**src/rtl/rx_pkg.sv**
```systemverilog
// Shared constants, FSM state type and helpers for the multi-channel receive frame packer.
package rx_pkg;

  localparam logic [2:0] ADDR_CTRL   = 3'd0;
  localparam logic [2:0] ADDR_MASK   = 3'd1;
  localparam logic [2:0] ADDR_OVR    = 3'd2;
  localparam logic [2:0] ADDR_SEQ    = 3'd3;
  localparam logic [2:0] ADDR_STATUS = 3'd4;

  localparam int unsigned CTRL_EN  = 0;
  localparam int unsigned CTRL_FMT = 1;
  localparam int unsigned CTRL_HDR = 2;

  localparam logic [7:0] HDR_MAGIC = 8'hA5;

  typedef enum logic [1:0] {
    ST_IDLE = 2'd0,
    ST_HDR  = 2'd1,
    ST_I    = 2'd2,
    ST_Q    = 2'd3
  } state_t;

  // Number of set bits in an 8-bit vector.
  function automatic logic [7:0] popcount8(input logic [7:0] v);
    logic [7:0] n;
    n = 8'd0;
    for (int b = 0; b < 8; b++) n = n + 8'(v[b]);
    return n;
  endfunction

endpackage

```
**src/rtl/rx_channel_capture.sv**
```systemverilog
// One receiver channel: holding register, valid flag and overrun detection.
module rx_channel_capture #(
  parameter int unsigned SAMPLE_W = 24
) (
  input  logic                clk,
  input  logic                reset,
  input  logic                cap_en,
  input  logic                clr,
  input  logic                take,
  input  logic                strobe,
  input  logic [SAMPLE_W-1:0] sample_i,
  input  logic [SAMPLE_W-1:0] sample_q,
  output logic [SAMPLE_W-1:0] hold_i,
  output logic [SAMPLE_W-1:0] hold_q,
  output logic                valid,
  output logic                overrun_c
);

  // A strobe coinciding with the packer taking the held sample refills the slot cleanly.
  assign overrun_c = cap_en & strobe & valid & ~take;

  always_ff @(posedge clk) begin
    if (reset) begin
      hold_i <= '0;
      hold_q <= '0;
      valid  <= 1'b0;
    end else if (clr) begin
      valid <= 1'b0;
    end else begin
      if (take) valid <= 1'b0;
      if (cap_en && strobe && (!valid || take)) begin
        hold_i <= sample_i;
        hold_q <= sample_q;
        valid  <= 1'b1;
      end
    end
  end

endmodule

```
**src/rtl/rx_frame_packer.sv**
```systemverilog
// Captures I/Q from NUM_CH receivers, double-buffers a full frame and serialises it
// (optional header, then I/Q per enabled channel ascending) into a 32-bit FIFO.
module rx_frame_packer
  import rx_pkg::*;
#(
  parameter int unsigned NUM_CH   = 4,
  parameter int unsigned SAMPLE_W = 24,
  parameter int unsigned CNT_W    = 16
) (
  input  logic                         clk,
  input  logic                         reset,
  input  logic [NUM_CH-1:0]            ch_strobe,
  input  logic [NUM_CH*SAMPLE_W-1:0]   ch_i,
  input  logic [NUM_CH*SAMPLE_W-1:0]   ch_q,
  output logic [31:0]                  fifo_writedata,
  output logic                         fifo_write,
  input  logic                         fifo_full,
  input  logic [2:0]                   ctl_address,
  input  logic                         ctl_read,
  output logic [31:0]                  ctl_readdata,
  input  logic                         ctl_write,
  input  logic [31:0]                  ctl_writedata
);

  localparam int unsigned CH_W  = (NUM_CH > 1) ? $clog2(NUM_CH) : 1;
  localparam int unsigned SUM_W = CNT_W + 8;
  localparam logic [CNT_W-1:0] CNT_MAX = '1;

  logic [2:0]          ctrl;
  logic [NUM_CH-1:0]   mask, frame_mask, valid, take, ovr_hit_c;
  logic                frame_fmt, sticky, enable;
  logic [CNT_W-1:0]    ovr_cnt, ovr_sat_c;
  logic [SUM_W-1:0]    ovr_sum_c;
  logic [7:0]          ovr_n_c;
  logic [15:0]         seq;
  logic                seq_clr_c, start_c, last_c, fmt_c, unused_wd_c;
  logic [SAMPLE_W-1:0] hold_i [NUM_CH];
  logic [SAMPLE_W-1:0] hold_q [NUM_CH];
  logic [SAMPLE_W-1:0] shadow_i [NUM_CH];
  logic [SAMPLE_W-1:0] shadow_q [NUM_CH];
  logic [SAMPLE_W-1:0] samp_c;
  logic [NUM_CH-1:0]   sel_mask_c;
  logic [CH_W-1:0]     ch_idx, idx_nxt, first_ch_c, next_ch_c;
  logic                has_next_c;
  logic [31:0]         word_c, rd_c;
  state_t              state, state_nxt;

  assign enable      = ctrl[CTRL_EN];
  assign take        = start_c ? mask : '0;
  assign unused_wd_c = ^ctl_writedata;

  for (genvar k = 0; k < NUM_CH; k++) begin : g_ch
    rx_channel_capture #(.SAMPLE_W(SAMPLE_W)) u_cap (
      .clk       (clk),
      .reset     (reset),
      .cap_en    (enable & mask[k]),
      .clr       (~enable),
      .take      (take[k]),
      .strobe    (ch_strobe[k]),
      .sample_i  (ch_i[k*SAMPLE_W +: SAMPLE_W]),
      .sample_q  (ch_q[k*SAMPLE_W +: SAMPLE_W]),
      .hold_i    (hold_i[k]),
      .hold_q    (hold_q[k]),
      .valid     (valid[k]),
      .overrun_c (ovr_hit_c[k])
    );
  end

  // Lowest enabled channel, and the next enabled channel above the current one.
  always_comb begin
    sel_mask_c = (state == ST_IDLE) ? mask : frame_mask;
    first_ch_c = '0;
    next_ch_c  = '0;
    has_next_c = 1'b0;
    for (int k = int'(NUM_CH) - 1; k >= 0; k--) begin
      if (sel_mask_c[k]) first_ch_c = CH_W'(k);
      if (frame_mask[k] && (k > int'(ch_idx))) begin
        next_ch_c  = CH_W'(k);
        has_next_c = 1'b1;
      end
    end
  end

  always_comb begin
    state_nxt  = state;
    idx_nxt    = ch_idx;
    last_c     = 1'b0;
    start_c    = (state == ST_IDLE) && enable && (|mask) && ((valid & mask) == mask);
    fifo_write = (state != ST_IDLE) && !fifo_full;
    case (state)
      ST_IDLE: begin
        idx_nxt = first_ch_c;
        if (start_c) state_nxt = ctrl[CTRL_HDR] ? ST_HDR : ST_I;
      end
      ST_HDR: if (fifo_write) begin
        state_nxt = ST_I;
        idx_nxt   = first_ch_c;
      end
      ST_I: if (fifo_write) state_nxt = ST_Q;
      ST_Q: if (fifo_write) begin
        if (has_next_c) begin
          state_nxt = ST_I;
          idx_nxt   = next_ch_c;
        end else begin
          state_nxt = ST_IDLE;
          last_c    = 1'b1;
        end
      end
      default: state_nxt = ST_IDLE;
    endcase
  end

  // Word for the state being entered; at frame start the shadow copy is not yet loaded.
  always_comb begin
    fmt_c = (state == ST_IDLE) ? ctrl[CTRL_FMT] : frame_fmt;
    if (state == ST_IDLE) samp_c = (state_nxt == ST_Q) ? hold_q[idx_nxt] : hold_i[idx_nxt];
    else                  samp_c = (state_nxt == ST_Q) ? shadow_q[idx_nxt] : shadow_i[idx_nxt];
    if (state_nxt == ST_HDR) word_c = {HDR_MAGIC, popcount8(8'(sel_mask_c)), seq};
    else if (fmt_c)          word_c = 32'(samp_c) << (32 - SAMPLE_W);
    else                     word_c = 32'($signed(samp_c));
  end

  always_ff @(posedge clk) begin
    if (reset) begin
      state          <= ST_IDLE;
      ch_idx         <= '0;
      fifo_writedata <= '0;
      frame_mask     <= '0;
      frame_fmt      <= 1'b0;
      for (int k = 0; k < int'(NUM_CH); k++) begin
        shadow_i[k] <= '0;
        shadow_q[k] <= '0;
      end
    end else begin
      state  <= state_nxt;
      ch_idx <= idx_nxt;
      if (start_c || (fifo_write && (state_nxt != ST_IDLE))) fifo_writedata <= word_c;
      if (start_c) begin
        frame_mask <= mask;
        frame_fmt  <= ctrl[CTRL_FMT];
        for (int k = 0; k < int'(NUM_CH); k++) begin
          shadow_i[k] <= hold_i[k];
          shadow_q[k] <= hold_q[k];
        end
      end
    end
  end

  // Overrun accounting: one count per overrunning channel, saturating.
  always_comb begin
    ovr_n_c   = popcount8(8'(ovr_hit_c));
    ovr_sum_c = SUM_W'(ovr_cnt) + SUM_W'(ovr_n_c);
    ovr_sat_c = (ovr_sum_c > SUM_W'(CNT_MAX)) ? CNT_MAX : CNT_W'(ovr_sum_c);
    seq_clr_c = ctl_write && (ctl_address == ADDR_CTRL) && ctl_writedata[CTRL_EN] && !enable;
    case (ctl_address)
      ADDR_CTRL:   rd_c = 32'(ctrl);
      ADDR_MASK:   rd_c = 32'(mask);
      ADDR_OVR:    rd_c = 32'(ovr_cnt);
      ADDR_SEQ:    rd_c = 32'(seq);
      ADDR_STATUS: rd_c = 32'({sticky, (state != ST_IDLE)});
      default:     rd_c = 32'd0;
    endcase
  end

  always_ff @(posedge clk) begin
    if (reset) begin
      ctrl         <= '0;
      mask         <= '1;
      ovr_cnt      <= '0;
      sticky       <= 1'b0;
      seq          <= '0;
      ctl_readdata <= '0;
    end else begin
      if (ctl_write && (ctl_address == ADDR_CTRL)) ctrl <= ctl_writedata[2:0];
      if (ctl_write && (ctl_address == ADDR_MASK)) mask <= ctl_writedata[NUM_CH-1:0];
      if (ctl_write && (ctl_address == ADDR_OVR)) begin
        ovr_cnt <= CNT_W'(ovr_n_c);
        sticky  <= |ovr_hit_c;
      end else if (|ovr_hit_c) begin
        ovr_cnt <= ovr_sat_c;
        sticky  <= 1'b1;
      end
      if (seq_clr_c)   seq <= '0;
      else if (last_c) seq <= seq + 16'd1;
      if (ctl_read) ctl_readdata <= rd_c;
    end
  end

endmodule
```
**config.mk**
```make
export PLATFORM = sky130hd
export DESIGN_NAME = rx_frame_packer
export DESIGN_NICKNAME = d
export VERILOG_FILES = /design/src/rtl/rx_pkg.sv /design/src/rtl/rx_channel_capture.sv /design/src/rtl/rx_frame_packer.sv
export SDC_FILE = /design/constraint.sdc
export NUM_CORES = 1
export LEC_CHECK = 0
export CAP_MARGIN = 20
export CELL_PAD_IN_SITES_DETAIL_PLACEMENT = 2
export CELL_PAD_IN_SITES_GLOBAL_PLACEMENT = 2
export CORE_MARGIN = 10
export CORE_UTILIZATION = 37
export CTS_CLUSTER_DIAMETER = 80
export DETAILED_ROUTE_END_ITERATION = 12
export PLACE_DENSITY = 0.89
export RECOVER_POWER = 50
export SLEW_MARGIN = 40
export SYNTH_ARGS = -nofsm -noshare
export SYNTH_HDL_FRONTEND = slang
export SYNTH_SLANG_ARGS = --single-unit
```
**constraint.sdc**
```tcl
create_clock -name clk -period 15.75 [get_ports clk]
set_input_delay 3.15 -clock clk [delete_from_list [all_inputs] [get_ports clk]]
set_output_delay 3.15 -clock clk [all_outputs]
set_load 0.005 [all_outputs]
```
Word-level counts from Yosys, hierarchy flattened
Memory sizes are Yosys's and may differ from the RTL's.
Cells that the tools add are included.
{"block": "classes", "n_eq_ne": 10, "div_mod_pow": 0, "reduce_logical": 50, "addsub": 8, "magnitude_cmp": 5, "mux": 65, "shifts": 0, "n_mul": 0, "bitwise": 31}
{"operator": "$mux W24", "count": 15}
{"operator": "$bmux W24 S2", "count": 2}
{"operator": "$pmux W16 S5", "count": 1}
{"operator": "$mux W2", "count": 16}
{"operator": "$mux W32", "count": 1}
{"operator": "$mux W31", "count": 1}
{"operator": "$mux W1", "count": 22}
{"operator": "$logic_and A1 B1 Y1", "count": 21}
{"operator": "$add A16 B4 Y17", "count": 1}
{"operator": "$gt A17 B16 Y1 const B", "count": 1}
{"operator": "$add A16 B1 Y16 const B", "count": 1}
{"operator": "$and A1 B1 Y1", "count": 16}
{"operator": "$mux W16", "count": 1}
{"operator": "$mux W8", "count": 2}
{"operator": "$reduce_bool A2 Y1", "count": 7}
{"operator": "$add A3 B1 Y4", "count": 2}
{"operator": "$mux W4", "count": 2}
{"operator": "$or A1 B1 Y1", "count": 8}
{"operator": "$pmux W2 S4", "count": 1}
{"operator": "$reduce_and A2 Y1", "count": 4}
{"operator": "$reduce_or A4 Y1", "count": 2}
{"operator": "$add A2 B1 Y3", "count": 2}
{"operator": "$eq A2 B2 Y1 const B", "count": 3}
{"operator": "$eq A3 B2 Y1 const B", "count": 2}
{"operator": "17 further kinds", "count": 35}
{"block": "word_totals", "n_memories": 2, "regBits": 309, "rom_bits": 0, "latch_bits": 0, "mem_bits_rw": 192}
{"memory": "shadow_i", "depth": 4, "width": 24, "rd": 1, "rd_clocked_by_memory_dff": 0, "write_ports": 4, "line_no": "rx_frame_packer.sv:39", "source": "logic [SAMPLE_W-1:0] shadow_i [NUM_CH];"}
{"memory": "shadow_q", "depth": 4, "width": 24, "rd": 1, "rd_clocked_by_memory_dff": 0, "write_ports": 4, "line_no": "rx_frame_packer.sv:40", "source": "logic [SAMPLE_W-1:0] shadow_q [NUM_CH];"}

Depth between registers and ports, before layout
{"block": "logic_depth", "word_depth": 16, "mapped_depth": 19, "ltp_nobuf": 17}

By module
From an unflattened synthesis, not the netlist that was laid out.
{"block": "unflattened", "hier_cells": 2341, "hier_area_um2": 23562.6}
{"module": "rx_frame_packer", "seq_area_each_um2": 7707.4, "cells_per_inst": 1489, "instances": 1, "area_per_inst_um2": 14834.2}
{"module": "rx_channel_capture", "seq_area_each_um2": 980.9, "cells_per_inst": 213, "instances": 4, "area_per_inst_um2": 2182.1}

Worst setup path before layout
Ideal clock, no wire load.
{"block": "synth_timing", "kind": "input to register", "startpoint": "input reset", "endpoint": "memory shadow_i[0][0], enable pin", "setup_time_ps": 586, "cell_stages": 3, "setup_slack_ps": 6848, "arrival_time_ps": 8316, "path_cell_list": "clkbuf_1 > clkbuf_1 > nand2b_1"}
{"element": "start, declared", "line_no": "rx_frame_packer.sv:11", "source": "input logic reset,"}
{"element": "end, declared", "line_no": "rx_frame_packer.sv:39"}

Worst setup path after layout
{"block": "layout_timing", "startpoint": "input reset", "endpoint": "register g_ch[1].u_cap.hold_q[3]"}
{"element": "end signal, assigned", "line_no": "rx_channel_capture.sv:33", "source": "hold_q <= sample_q;"}
{"element": "end, declared", "line_no": "rx_channel_capture.sv:14", "source": "output logic [SAMPLE_W-1:0] hold_q,"}
No word-level cell between the ends.

==> summary.md <==
| Metric | Value |
|---|---|
| Fin Setup TNS | `0 ns` |
| Top post-synthesis cells by count | `nand2_1 (537), dfxtp_1 (293), a21oi_1 (242)` |
| Finished Core Util | `45.7%` |
| CP Launch Type | `input pin` |
| Clk_lat worst skew | `0.64 ns` |
| Synth Flop Type | `dfxtp_1` |
| Seq cells post-synth | `485` |
| DRC | `0` |
| Nets | `2732` |
| Global-route usage over all layers | `27.6%` |
| Number of synthesized flops with an enable pin | `192` |
| Initial antenna violation count | `0` |
| Postcts setup bufs | `0` |
| # IOs | `301` |
| Failing checks | `max-capacitance violations, max-slew violations` |
| Post-DP HPWL | `63300 um` |
| Kind of critical path | `input pin to flip-flop` |
| Max cap viols | `7` |
| Std cell rows | `88` |
| Worst-path clk slew | `0.07 ns` |
| Number of global-route vias before repair | `21300` |
| Pre-antenna DRT Iters | `5` |
| Period utilisation layout | `68.7%` |
| Largest net degree at the start of global routing | `117` |
| I/O Buffers | `256` |
| Distinct cells, synth | `85` |
| H-tree depth | `2` |
| Die width | `263 um` |
| Count leader, synth | `nand2_1` |
| # hold bufs at CTS | `0` |
| 1st-iter DRT viols | `1869` |
| Final Hold Viols | `0` |
| Sequential area share after synthesis | `53.4%` |
| Hold Crit Class | `flip-flop to flip-flop` |
| Post-route ant nets | `0` |
| Min cycle time layout | `10.82 ns` |
| Die area | `68900 um2` |
| Leakage power figure | `9.42 nW` |
| Peak VDD IR | `0.0833 mV` |
| Critical Path Fanout Max | `80` |
| Root Buffer | `clkbuf_16` |
| Vias | `19400` |
| R2R Path Start | `mask[3]` |
| Fillers | `5962` |
| Worst path required time | `16.07 ns` |
| RSZ-0062 raised after global routing | `no` |
| Synth-to-Final Area Change | `21.8%` |
| Num CTS Buffers | `52` |
| Clock Path Buffers | `3` |
| Routability cong. | `0.893` |
| Routed len/inst | `30.4 um` |
| Chip height | `263 um` |
| Worst slew pin tran | `3.94 ns` |
| # diodes | `0` |
| Final Skew | `0.0257 ns` |
| Mapped Cells | `2308` |
| Power, Total | `2.78 mW` |
| Synth warnings | `0` |
| PD cells | `105 nW/um2` |
| CTS tree | `done` |
| Top cells by area, synth | `dfxtp_1 (27%), edfxtp_1 (26%), nand2_1 (9.3%)` |
| Clock sink total | `485` |
| FF+latch area | `11600 um2` |
| Vias per inst | `5.90` |
| Initial core utilization | `37.5%` |
| Setup violators final | `0` |
| CP Capture Type | `flip-flop` |
| Ratio of cells with drive above 1 in the final layout | `6.45%` |
| Max Transition Viols Final | `367` |
| Total grt overflow | `0` |
| Slew HR | `-163%` |
| Worst r2r path cells | `7` |
| Mapped cell area | `21800 um2` |
| Crit path launch | `reset` |
| Yosys top cell area share | `26.9%` |
| Worst R2R Setup Slack | `9.28 ns` |
| Outcome | `complete, but fails checks` |
| FFs w/ async S/R, synth | `0%` |
| Fmax | `0.0925 GHz` |
| Avg Inst Size Synth | `9.43 um2` |
| Largest area contributor in the netlist | `dfxtp_1` |
| Area of the multi-input gates | `9350 um2` |
| R2R Path End | `shadow_q[0][10]` |
| CTS resizes | `0` |
| Routed wire length | `100000 um` |
| Setup crit end | `g_ch[1].u_cap.hold_q[3]` |
| First-pass GRT wire length | `147000 um` |
| Placeable Area | `58000 um2` |
| Arr. time, crit path | `11.14 ns` |
metrics by stage:
stage,cell area (um2),cells,setup WS [ns],hold slack [ns]
6_report,26500,3292,4.93,0.461
4_1_cts,26500,3290,8.04,0.459
3_3_place_gp,24700,3192,8.12,0.441
3_5_place_dp,24800,3193,8.04,0.454
2_1_floorplan,21800,2323,6.85,0.432
5_1_grt,26500,3292,4.52,0.489
report_power, final:
group / switching, mW / internal, mW / total, mW
Clock: 0.563 / 0.727 / 1.29
Sequential: 0.0169 / 1.32 / 1.34
Combinational: 0.0797 / 0.0648 / 0.145
Total: 0.659 / 2.12 / 2.78
area by class of cell:
cell class | instances | area share, %
multi-input combinational | 1643 | 35.3
clock buffer | 78 | 5.66
timing repair buffer | 284 | 10.5
tap | 765 | 3.61
inverter | 18 | 0.255
sequential | 485 | 43.9
clock inverter | 19 | 0.868
placed cells by master, fill, tap and decap left out, types with 36 or more instances in the layout:
master	count
dlygate4sd3_1	36
a21oi_1	242
and2_0	72
mux2i_1	95
nor2_1	99
nand2_1	537
dfxtp_1	293
o21ai_0	37
nand3_1	70
edfxtp_1	192
clkbuf_16	54
and2_1	126
clkdlybuf4s50_1	218
critical path, stage by stage:
cell and delay, ns:
clkbuf_1 2.24, clkbuf_1 2.90, clkbuf_1 2.38, a21oi_1 0.30
flip-flops by register name (all words and copies together) (netlist names), 3 cells and up:
signal and count:
frame_mask 4, ctl_readdata 16, g_ch.u_cap.valid 4, ctrl 3, fifo_writedata 32, g_ch.u_cap.hold_i 96, seq 16, shadow_q 96
g_ch.u_cap.hold_q 96, mask 4, shadow_i 96, ovr_cnt 16
kinds of logic after synthesis:
logic type | after synthesis | synth area share (%)
other | 1 | 0.0172
adder cells (fa/ha/maj) | 12 | 0.793
flip-flops | 485 | 53.4
multiplexers | 121 | 6.04
AND/OR/NAND/NOR | 1038 | 22.2
buffers and inverters | 195 | 4.27
AO/OA/AOI/OAI | 442 | 12.7
XOR/XNOR | 14 | 0.563
worst min-delay path by stage:
stage                              from                  endpoint  slack, ns  depth (start not counted)
2_1_floorplan   g_ch[0].u_cap.hold_q[0]   g_ch[0].u_cap.hold_q[0]       0.43                          2
3_3_place_gp   g_ch[1].u_cap.hold_q[19]  g_ch[1].u_cap.hold_q[19]       0.44                          2
3_5_place_dp    g_ch[3].u_cap.hold_q[1]   g_ch[3].u_cap.hold_q[1]       0.45                          2
4_1_cts         g_ch[2].u_cap.hold_q[5]   g_ch[2].u_cap.hold_q[5]       0.46                          2
5_1_grt         g_ch[0].u_cap.hold_q[2]   g_ch[0].u_cap.hold_q[2]       0.49                          2
6_report        g_ch[2].u_cap.hold_q[5]   g_ch[2].u_cap.hold_q[5]       0.46                          2
routing by layer:
| metal | vias up | global-route usage (%) | part of all wire [%] |
|---|---|---|---|
| li1 | 8349 | - | - |
| met5 | - | 0 | 0 |
| met2 | 887 | 49.0 | 50 |
| met1 | 9912 | 31.6 | 38 |
| met3 | 286 | 4.40 | 6.0 |
| met4 | 0 | 13.7 | 5.8 |
Note: power is estimated with default switching activity, not from simulation.
